[src/rtl/tone_map_if.sv]
// Tone mapper bit-stream and tone-output bundle.
// The tone index is named do_data because "do" is a reserved keyword.
interface tone_map_if #(
   parameter int unsigned MAX_BITS = 6,
   parameter int unsigned SC_W     = 9
);
   logic                di;
   logic                di_vld;
   logic [1:0]          mode;
   logic                flush;
   logic [MAX_BITS-1:0] do_data;
   logic                do_vld;
   logic                do_last;
   logic [SC_W-1:0]     sc_idx;

   // Upstream encoder/interleaver side
   modport master (
      output di, di_vld, mode, flush,
      input  do_data, do_vld, do_last, sc_idx
   );

   // Tone mapper side
   modport slave (
      input  di, di_vld, mode, flush,
      output do_data, do_vld, do_last, sc_idx
   );
endinterface

[src/rtl/tone_map_unit.sv]
// Groups serial coded bits into BPSK/QPSK/16QAM/64QAM tone indices and
// tracks the sub-carrier position within each OFDM symbol.
module tone_map_unit #(
   parameter int unsigned N_SC     = 480,
   parameter int unsigned MAX_BITS = 6,
   parameter int unsigned SC_W     = 9
) (
   input  logic        clk,
   input  logic        rst,
   tone_map_if.slave   bus
);
   localparam int unsigned BC_W = (MAX_BITS > 1) ? $clog2(MAX_BITS) : 1;

   logic [BC_W-1:0]     bit_cnt;
   logic [BC_W-1:0]     bit_cnt_nxt;
   logic [BC_W-1:0]     last_pos;
   logic [MAX_BITS-1:0] group;
   logic [MAX_BITS-1:0] group_nxt;
   logic [1:0]          mode_q;
   logic [1:0]          mode_eff;
   logic [SC_W-1:0]     sc_cnt;
   logic                sym_start;
   logic                emit;

   // Mode selection, bit accumulation and tone-emission decision
   always_comb begin
      sym_start   = bus.di_vld && (bit_cnt == '0) && (sc_cnt == '0);
      mode_eff    = sym_start ? bus.mode : mode_q;
      last_pos    = BC_W'(0);
      group_nxt   = group;
      bit_cnt_nxt = bit_cnt;
      case (mode_eff)
         2'd0:    last_pos = BC_W'(0);
         2'd1:    last_pos = BC_W'(1);
         2'd2:    last_pos = BC_W'(3);
         default: last_pos = BC_W'(MAX_BITS - 1);
      endcase
      if (bus.di_vld) begin
         group_nxt   = group | (MAX_BITS'(bus.di) << bit_cnt);
         bit_cnt_nxt = bit_cnt + BC_W'(1);
      end
      // A flush pads whatever is held, including a bit accepted this cycle
      emit = (bus.di_vld && (bit_cnt == last_pos)) ||
             (bus.flush && (bus.di_vld || (bit_cnt != '0)));
   end

   // Group, counter and registered output state
   always_ff @(posedge clk or posedge rst) begin
      if (rst) begin
         bit_cnt     <= '0;
         group       <= '0;
         mode_q      <= '0;
         sc_cnt      <= '0;
         bus.do_data <= '0;
         bus.do_vld  <= 1'b0;
         bus.do_last <= 1'b0;
         bus.sc_idx  <= '0;
      end else begin
         mode_q      <= mode_eff;
         bus.do_vld  <= emit;
         bus.do_last <= emit && (sc_cnt == SC_W'(N_SC - 1));
         if (emit) begin
            bus.do_data <= group_nxt;
            bus.sc_idx  <= sc_cnt;
            sc_cnt      <= (sc_cnt == SC_W'(N_SC - 1)) ? '0 : sc_cnt + SC_W'(1);
            bit_cnt     <= '0;
            group       <= '0;
         end else begin
            bit_cnt     <= bit_cnt_nxt;
            group       <= group_nxt;
         end
      end
   end
endmodule
[src/flat_wrapper.sv]
// flat-port wrapper written by rule: the top's interface ports become plain ports
module tone_map_unit_flat 
#(
   parameter int unsigned N_SC     = 480,
   parameter int unsigned MAX_BITS = 6,
   parameter int unsigned SC_W     = 9
)
  (clk, rst, bus_di, bus_di_vld, bus_mode, bus_flush, bus_do_data, bus_do_vld, bus_do_last, bus_sc_idx);
  tone_map_if #(.MAX_BITS(MAX_BITS), .SC_W(SC_W)) bus_i ();
  input  logic clk;
  input  logic rst;
  input wire logic [$bits(bus_i.di)-1:0] bus_di;
  input wire logic [$bits(bus_i.di_vld)-1:0] bus_di_vld;
  input wire logic [$bits(bus_i.mode)-1:0] bus_mode;
  input wire logic [$bits(bus_i.flush)-1:0] bus_flush;
  output wire logic [$bits(bus_i.do_data)-1:0] bus_do_data;
  output wire logic [$bits(bus_i.do_vld)-1:0] bus_do_vld;
  output wire logic [$bits(bus_i.do_last)-1:0] bus_do_last;
  output wire logic [$bits(bus_i.sc_idx)-1:0] bus_sc_idx;
  assign bus_i.di = bus_di;
  assign bus_i.di_vld = bus_di_vld;
  assign bus_i.mode = bus_mode;
  assign bus_i.flush = bus_flush;
  assign bus_do_data = bus_i.do_data;
  assign bus_do_vld = bus_i.do_vld;
  assign bus_do_last = bus_i.do_last;
  assign bus_sc_idx = bus_i.sc_idx;
  tone_map_unit #(.N_SC(N_SC), .MAX_BITS(MAX_BITS), .SC_W(SC_W)) u_core (.clk(clk), .rst(rst), .bus(bus_i));
endmodule
[config.mk]
export PLATFORM = sky130hd
export DESIGN_NAME = tone_map_unit_flat
export DESIGN_NICKNAME = d
export VERILOG_FILES = /design/src/rtl/tone_map_if.sv /design/src/rtl/tone_map_unit.sv /design/src/flat_wrapper.sv
export SDC_FILE = /design/constraint.sdc
export NUM_CORES = 1
export LEC_CHECK = 0
export CAP_MARGIN = 20
export CORE_MARGIN = 2
export CORE_UTILIZATION = 35
export CTS_CLUSTER_SIZE = 28
export DETAILED_ROUTE_END_ITERATION = 16
export MAX_ROUTING_LAYER = met4
export RECOVER_POWER = 50
export SLEW_MARGIN = 0
export SYNTH_ARGS = -nofsm -noshare
export SYNTH_HDL_FRONTEND = slang
export SYNTH_SLANG_ARGS = --single-unit
[constraint.sdc]
create_clock -name clk -period 5.3 [get_ports clk]
set_input_delay 0.53 -clock clk [delete_from_list [all_inputs] [get_ports clk]]
set_output_delay 0.53 -clock clk [all_outputs]
set_load 0.005 [all_outputs]
==> impl_metrics.sql, run 1 <==
INSERT INTO impl_metrics (metric_group, metric, value, unit) VALUES
('route', 'vias', '1312', ''),
('yosys', 'xor_and_xnor_area_share_after_synthesis', '0.0281', ''),
('route', 'detail_route.wirelength', '3740', 'um'),
('route', 'drt_iter0_drc', '100', ''),
('floorplan', 'initial_utilization', '0.364', ''),
('yosys', 'synth_mux_area_frac', '0.117', ''),
('yosys', 'netlist-cell-type-count', '46', ''),
('route', 'drc_violation_count_after_routing', '0', ''),
('global_routing', 'antenna_violations_before_repair', '0', ''),
('yosys', 'synth_top_cells_by_area', 'sky130_fd_sc_hd__dfrtp_1, sky130_fd_sc_hd__mux2_2, sky130_fd_sc_hd__mux2_4', ''),
('outcome', 'failed_checks', 'max-capacitance violations, max-slew violations', ''),
('sta', 'slew_viol_final', '38', ''),
('floorplan', 'chipHeight', '77.1', 'um'),
('route', 'wire_per_inst', '14.7', 'um'),
('power', 'ir_drop', '0.000198', 'V'),
('clock_tree', 'clkSinkCount', '37', ''),
('clock_tree', 'postCtsSetupBuffers', '0', ''),
('global_routing', 'grt_max_degree', '38', ''),
('cells_and_area', 'count_of_inserted_antenna_diode_cells', '0', ''),
('job', 'max_cap_violations', '1', ''),
('sta', 'timing.final.setup_violations', '0', ''),
('clock_tree', 'cts_buffers', '5', ''),
('cells_and_area', 'finish.instance_area', '0.00221', 'mm2'),
('floorplan', 'row_count', '26', ''),
('cells_and_area', 'final_net_count', '195', ''),
('yosys', 'synth.largest_area_cell', 'sky130_fd_sc_hd__dfrtp_1', ''),
('cells_and_area', 'postLayoutCoreUtil', '0.431', ''),
('clock_tree', 'clockRootBuffer', 'sky130_fd_sc_hd__clkbuf_8', ''),
('place', 'dpl.hpwl', '2640', 'um'),
('critical_path', 'timing.critical_path.arrival', '3.18', 'ns'),
('sta', 'min_period', '3.01', 'ns'),
('route', 'postRouteAntennaNets', '0', ''),
('yosys', 'async_flop_share', '1.00', ''),
('place', 'dpl-instance-area', '0.00213', 'mm2'),
('global_routing', 'grt_pass1_vias', '1285', ''),
('sta', 'timing.clock.skew', '0.00586', 'ns'),
('sta', 'share_of_the_clock_period_used_by_the_worst_path_after_layout', '0.567', ''),
('yosys', 'netlist_top_cells_count', 'sky130_fd_sc_hd__dfrtp_1, sky130_fd_sc_hd__nor2_1, sky130_fd_sc_hd__mux2_2, sky130_fd_sc_hd__a21oi_1, sky130_fd_sc_hd__inv_1', ''),
('yosys', 'yosys.cell_count.top_type', 'sky130_fd_sc_hd__dfrtp_1', ''),
('floorplan', 'core-area', '0.00514', 'mm2'),
('yosys', 'ys_seq_elements', '37', ''),
('floorplan', 'io_pins', '24', ''),
('yosys', 'synth-warning-count', '0', ''),
('critical_path', 'end_kind', 'flop', ''),
('outcome', 'outcome', 'finished, violations left', ''),
('route', 'drt_pass1_iterations', '5', ''),
('yosys', 'basic_gate_share_of_the_synthesized_area_counting_and_or_nand_and_nor_cells', '0.166', ''),
('cells_and_area', 'fill_cells', '510', ''),
('global_routing', 'grt_usage', '0.139', ''),
('clock_tree', 'cts_tree', 'built', ''),
('global_routing', 'gr-total-overflow', '0', ''),
('floorplan', 'die_area', '0.00595', 'mm2'),
('clock_tree', 'clock_insertion_delay_worst_skew', '0.29', 'ns'),
('yosys', 'synth.yosys.seq_area_share', '0.495', ''),
('clock_tree', 'cts_hold_buffers', '0', ''),
('critical_path', 'critPathKind', 'input port to flop', ''),
('yosys', 'mappedNetlistArea', '0.00187', 'mm2'),
('sta', 'finalSetupTns', '0', 'ns'),
('place', 'gp_congestion', '0.816', ''),
('floorplan', 'die_w', '77.1', 'um'),
('sta', 'timing_worst_slew_pin_value', '2.00', 'ns'),
('yosys', 'synthesis.instances', '162', ''),
('route', 'routed_vias_inst', '5.15', ''),
('clock_tree', 'clkSlewWorstSetupHoldPaths', '0.07', 'ns'),
('place', 'io_buffer_count', '23', ''),
('yosys', 'post_synth_fa_ha_maj_area_fraction', '0.0267', ''),
('sta', 'timing_hold_violations_final', '0', ''),
('yosys', 'synth_top_family_by_area', 'simple AND/OR/NAND/NOR gates', ''),
('yosys', 'synthesis.nets', '173', ''),
('sta', 'timing.slew.headroom', '-0.331', ''),
('critical_path', 'worst-endpoint-required', '5.47', 'ns');
state kept, by name, indices dropped and copies added, names as in the netlist:
register            flops
u_core.bus.do_last      1
u_core.bus.sc_idx       9
u_core.bus.do_data      6
u_core.mode_q           2
u_core.bus.do_vld       1
u_core.group            6
u_core.bit_cnt          3
u_core.sc_cnt           9
final cells by class:
class,count,area [um2],area share
Inverter,8,32.5,0.0147
Tap cell,70,87.6,0.0396
Clock inverter,2,10.0,0.00452
Multi-Input combinational cell,107,843,0.381
Clock buffer,6,72.6,0.0328
Sequential cell,37,926,0.418
Timing Repair Buffer,25,241,0.109
kinds of logic (layout without fill, tap and decap cells):
logic type / after synthesis / after routing
XOR/XNOR: 6 / 6
buffers and inverters: 18 / 41
AO/OA/AOI/OAI: 28 / 28
adder cells (fa/ha/maj): 4 / 4
flip-flops: 37 / 37
AND/OR/NAND/NOR: 51 / 51
multiplexers: 18 / 18
per-layer routing:
metal,vias to the layer above,wire length (um),track usage
li1,632,-,-
met1,648,1710,0.177
met2,22,1810,0.203
met3,10,126,0.0412
met4,0,88,0.0661
met5,-,0,-
cell usage in the layout, fill, tap and decap left out, types with 5 or more instances in the layout:
| cell type | netlist | layout |
|---|---|---|
| sky130_fd_sc_hd__a21oi_1 | 8 | 8 |
| sky130_fd_sc_hd__and3_1 | 5 | 5 |
| sky130_fd_sc_hd__dfrtp_1 | 37 | 37 |
| sky130_fd_sc_hd__mux2_2 | 11 | 11 |
| sky130_fd_sc_hd__nor2_1 | 16 | 16 |
| sky130_fd_sc_hd__clkdlybuf4s50_1 | 0 | 14 |
| sky130_fd_sc_hd__dlygate4sd3_1 | 0 | 9 |
| sky130_fd_sc_hd__clkbuf_8 | 0 | 5 |
| sky130_fd_sc_hd__inv_1 | 7 | 7 |
| sky130_fd_sc_hd__xnor2_1 | 5 | 5 |
| sky130_fd_sc_hd__mux2_4 | 5 | 5 |
where the power goes:
part / switching [mW] / internal, mW / total, mW
Clock: 0.0969 / 0.0911 / 0.188
Sequential: 0.0960 / 0.364 / 0.460
Combinational: 0.138 / 0.202 / 0.340
through the flow:
stage | setup WS [ns] | total power, mW | instances | hold WS (ns)
after floorplan | 3.10 | 0.680 | 162 | 0.449
after global placement | 2.15 | 0.805 | 247 | 0.465
after detailed placement | 1.98 | 0.818 | 247 | 0.473
after CTS | 2.29 | 1.01 | 255 | 0.490
after global routing | 2.08 | 1.06 | 255 | 0.512
final | 2.29 | 0.988 | 255 | 0.482
critical path: stages:
cell and delay, ns:
sky130_fd_sc_hd__clkdlybuf4s50_1 0.67, sky130_fd_sc_hd__nor2b_1 0.18, sky130_fd_sc_hd__nand4_1 0.11, sky130_fd_sc_hd__a21oi_1 0.82
sky130_fd_sc_hd__nor3_4 0.20, sky130_fd_sc_hd__inv_4 0.29, sky130_fd_sc_hd__mux2_2 0.38
worst paths after layout:
path                       slack (ns)                                end                           from  cells past startpoint
setup / recovery                 2.29  u_core.bus.do_data[2]$_DFFE_PP0P_                     bus_di_vld                      7
hold / removal                   0.48          u_core.group[1]$_DFF_PP0_      u_core.group[1]$_DFF_PP0_                      2
setup reg to reg                 2.34  u_core.bus.do_data[2]$_DFFE_PP0P_  u_core.bit_cnt[0]$_DFFE_PP0P_                      8
hold reg to reg                  0.48          u_core.group[1]$_DFF_PP0_      u_core.group[1]$_DFF_PP0_                      2
max in group asynchronous        2.76       u_core.sc_cnt[5]$_DFFE_PP0P_                            rst                      3
min in group asynchronous        1.40   u_core.bus.sc_idx[2]$_DFFE_PP0P_                            rst                      3
No activity file was read; power rests on OpenSTA's default activity.
==> run 2: changes to the inputs <==
==> constraint.sdc (replaced) <==
create_clock -name clk -period 2.91 [get_ports clk]
set_input_delay 0.291 -clock clk [delete_from_list [all_inputs] [get_ports clk]]
set_output_delay 0.291 -clock clk [all_outputs]
set_load 0.005 [all_outputs]
==> impl_metrics.sql, run 2 (same netlist as run 1, synthesis figures left out) <==
INSERT INTO impl_metrics (metric_group, metric, value, unit) VALUES
('global_routing', 'antenna_violations_before_repair', '0', ''),
('global_routing', 'global_route_wire_length_before_repair', '6750', 'um'),
('cells_and_area', 'count_of_inserted_antenna_diode_cells', '0', ''),
('sta', 'finalSetupTns', '0', 'ns'),
('floorplan', 'die_area', '0.00595', 'mm2'),
('critical_path', 'path_cells', 'inv_1, ha_1, nor2b_1, a31oi_1, a21boi_4, nor3_4, inv_4, a221o_1', ''),
('cells_and_area', 'finish.instance_area', '0.00223', 'mm2'),
('sta', 'timing.clock.skew', '0.00562', 'ns'),
('cells_and_area', 'postLayoutCoreUtil', '0.434', ''),
('power', 'pwr-share-seq', '0.463', ''),
('global_routing', 'grt_pass1_vias', '1338', ''),
('critical_path', 'critPathKind', 'flop to flop', ''),
('place', 'io_buffer_count', '23', ''),
('power', 'power', '1.81', 'mW'),
('sta', 'worst_hold_slack', '0.485', 'ns'),
('hold_path', 'hold_path.class', 'flop to flop', ''),
('global_routing', 'grt_max_degree', '38', ''),
('global_routing', 'gr-total-overflow', '0', ''),
('power', 'p_switching', '0.591', 'mW'),
('clock_tree', 'htreeDepth', '2', ''),
('cells_and_area', 'layout-area-overhead-vs-synth', '19.3', '%'),
('clock_tree', 'clkSlewWorstSetupHoldPaths', '0.07', 'ns'),
('power', 'cell_internal_pwr', '1.22', 'mW'),
('clock_tree', 'cts_tree', 'built', ''),
('cells_and_area', 'fill_cells', '538', ''),
('cells_and_area', 'multiInputGateArea', '843', 'um2'),
('power', 'p_sw_frac', '0.327', ''),
('place', 'dpl.hpwl', '2690', 'um'),
('cells_and_area', 'final_cells', '256', ''),
('cells_and_area', 'top_regs', 'u_core.bus.sc_idx: 9 flops, u_core.sc_cnt: 9 flops', ''),
('floorplan', 'core-area', '0.00514', 'mm2'),
('sta', 'worst_slack', '0.402', 'ns'),
('power', 'p_comb_frac', '0.342', ''),
('sta', 'timing_worst_slew_pin_value', '1.98', 'ns'),
('floorplan', 'initial_utilization', '0.364', ''),
('route', 'wire_per_inst', '15.1', 'um'),
('sta', 'timing.final.setup_violations', '0', ''),
('place', 'place_inst', '249', ''),
('power', 'ir_drop', '0.000396', 'V'),
('route', 'vias', '1357', ''),
('route', 'postRouteAntennaNets', '0', ''),
('cells_and_area', 'most-common-layout-cells', 'sky130_fd_sc_hd__dfrtp_1, sky130_fd_sc_hd__nor2_1, sky130_fd_sc_hd__clkdlybuf4s50_1', ''),
('global_routing', 'grt_usage', '0.149', ''),
('route', 'drt_pass1_iterations', '4', ''),
('clock_tree', 'cts_buffers', '5', ''),
('place', 'dpl-instance-area', '0.00215', 'mm2'),
('outcome', 'failed_checks', 'max-capacitance violations, max-slew violations', ''),
('floorplan', 'die_w', '77.1', 'um'),
('floorplan', 'io_pins', '24', ''),
('route', 'drt_iter0_drc', '82', ''),
('outcome', 'outcome', 'finished, violations left', ''),
('clock_tree', 'cts_hold_buffers', '0', ''),
('cells_and_area', 'most_common_cell_after_layout_fill_and_taps_aside', 'sky130_fd_sc_hd__dfrtp_1', ''),
('critical_path', 'end_kind', 'flop', ''),
('route', 'detail_route.wirelength', '3850', 'um'),
('clock_tree', 'postCtsSetupBuffers', '0', ''),
('power', 'share_clk_of_total_power', '0.195', ''),
('critical_path', 'crit_slowest_cell', 'sky130_fd_sc_hd__dfrtp_1', ''),
('route', 'routed_vias_inst', '5.30', ''),
('critical_path', 'start_kind', 'flop', ''),
('sta', 'timing.slew.headroom', '-0.319', ''),
('cells_and_area', 'layout-drive-gt1-share', '0.167', ''),
('power', 'power.static_leakage', '0.989', 'nW'),
('sta', 'max_freq', '399', 'MHz'),
('critical_path', 'critPathMaxStageDelay', '0.50', 'ns'),
('clock_tree', 'clockRootBuffer', 'sky130_fd_sc_hd__clkbuf_8', ''),
('sta', 'timing_hold_violations_final', '0', ''),
('sta', 'share_of_the_clock_period_used_by_the_worst_path_after_layout', '0.862', ''),
('floorplan', 'chipHeight', '77.1', 'um'),
('critical_path', 'worst-endpoint-required', '3.08', 'ns'),
('sta', 'min_period', '2.51', 'ns'),
('sta', 'slew_viol_final', '38', ''),
('place', 'preCtsSetupSlack', '0.385', 'ns'),
('floorplan', 'row_count', '26', ''),
('job', 'max_cap_violations', '1', ''),
('clock_tree', 'clk_path_buf_depth', '2', ''),
('route', 'drc_violation_count_after_routing', '0', ''),
('critical_path', 'cp_max_fo', '22', ''),
('critical_path', 'timing.critical_path.arrival', '2.68', 'ns'),
('cells_and_area', 'ff_latch_area', '926', 'um2'),
('sta', 'unrepaired_setup_endpoints_after_global_routing', 'no', ''),
('clock_tree', 'clock_insertion_delay_worst_skew', '0.28', 'ns'),
('place', 'gp_congestion', '0.762', ''),
('clock_tree', 'post_cts_resize_count', '0', ''),
('cells_and_area', 'final_net_count', '197', ''),
('clock_tree', 'clkSinkCount', '37', ''),
('power', 'pwr_density_cell', '810', 'mW/mm2');
## run 2: metal layers
metal / vias to the layer above / global-route usage / wire (um)
li1: 629 / - / -
met1: 685 / 0.191 / 1770
met2: 33 / 0.216 / 1790
met3: 10 / 0.0388 / 169
met4: 0 / 0.0786 / 118
met5: - / - / 0
## run 2: final cells by class
| cell class | count | area share |
|---|---|---|
| Timing Repair Buffer | 27 | 0.115 |
| Tap cell | 70 | 0.0392 |
| Clock buffer | 7 | 0.0387 |
| Sequential cell | 37 | 0.415 |
| Multi-Input combinational cell | 107 | 0.378 |
| Inverter | 8 | 0.0146 |
## run 2: power by group through the flow
stage / combinational (mW) / clock, mW / sequential (mW)
global route: 0.687 / 0.396 / 0.865
global placement: 0.628 / 0 / 0.839
CTS: 0.643 / 0.369 / 0.840
detailed placement: 0.636 / 0 / 0.848
floorplan: 0.446 / 0 / 0.792
finish: 0.618 / 0.353 / 0.836
## run 2: critical path, delay by kind of cell (launching register included)
kind            cells  cell delay [ns]
buf+inv             2             0.38
fa+ha+maj           1             0.15
simple gates        2             0.67
compound gates      3             0.68
flops               1             0.50
## run 2: path summary, 6_finish.rpt
check / startpoint / endpoint / cells after the start / slack [ns]
worst max-delay path: u_core.bit_cnt[0]$_DFFE_PP0P_ / u_core.sc_cnt[6]$_DFFE_PP0P_ / 8 / 0.40
worst min-delay path: u_core.group[1]$_DFF_PP0_ / u_core.group[1]$_DFF_PP0_ / 2 / 0.48
worst max register to register: u_core.bit_cnt[0]$_DFFE_PP0P_ / u_core.sc_cnt[6]$_DFFE_PP0P_ / 8 / 0.40
worst min register to register: u_core.group[1]$_DFF_PP0_ / u_core.group[1]$_DFF_PP0_ / 2 / 0.48
max in group asynchronous: rst / u_core.group[2]$_DFF_PP0_ / 3 / 0.62
min in group asynchronous: rst / u_core.group[0]$_DFF_PP0_ / 3 / 1.15
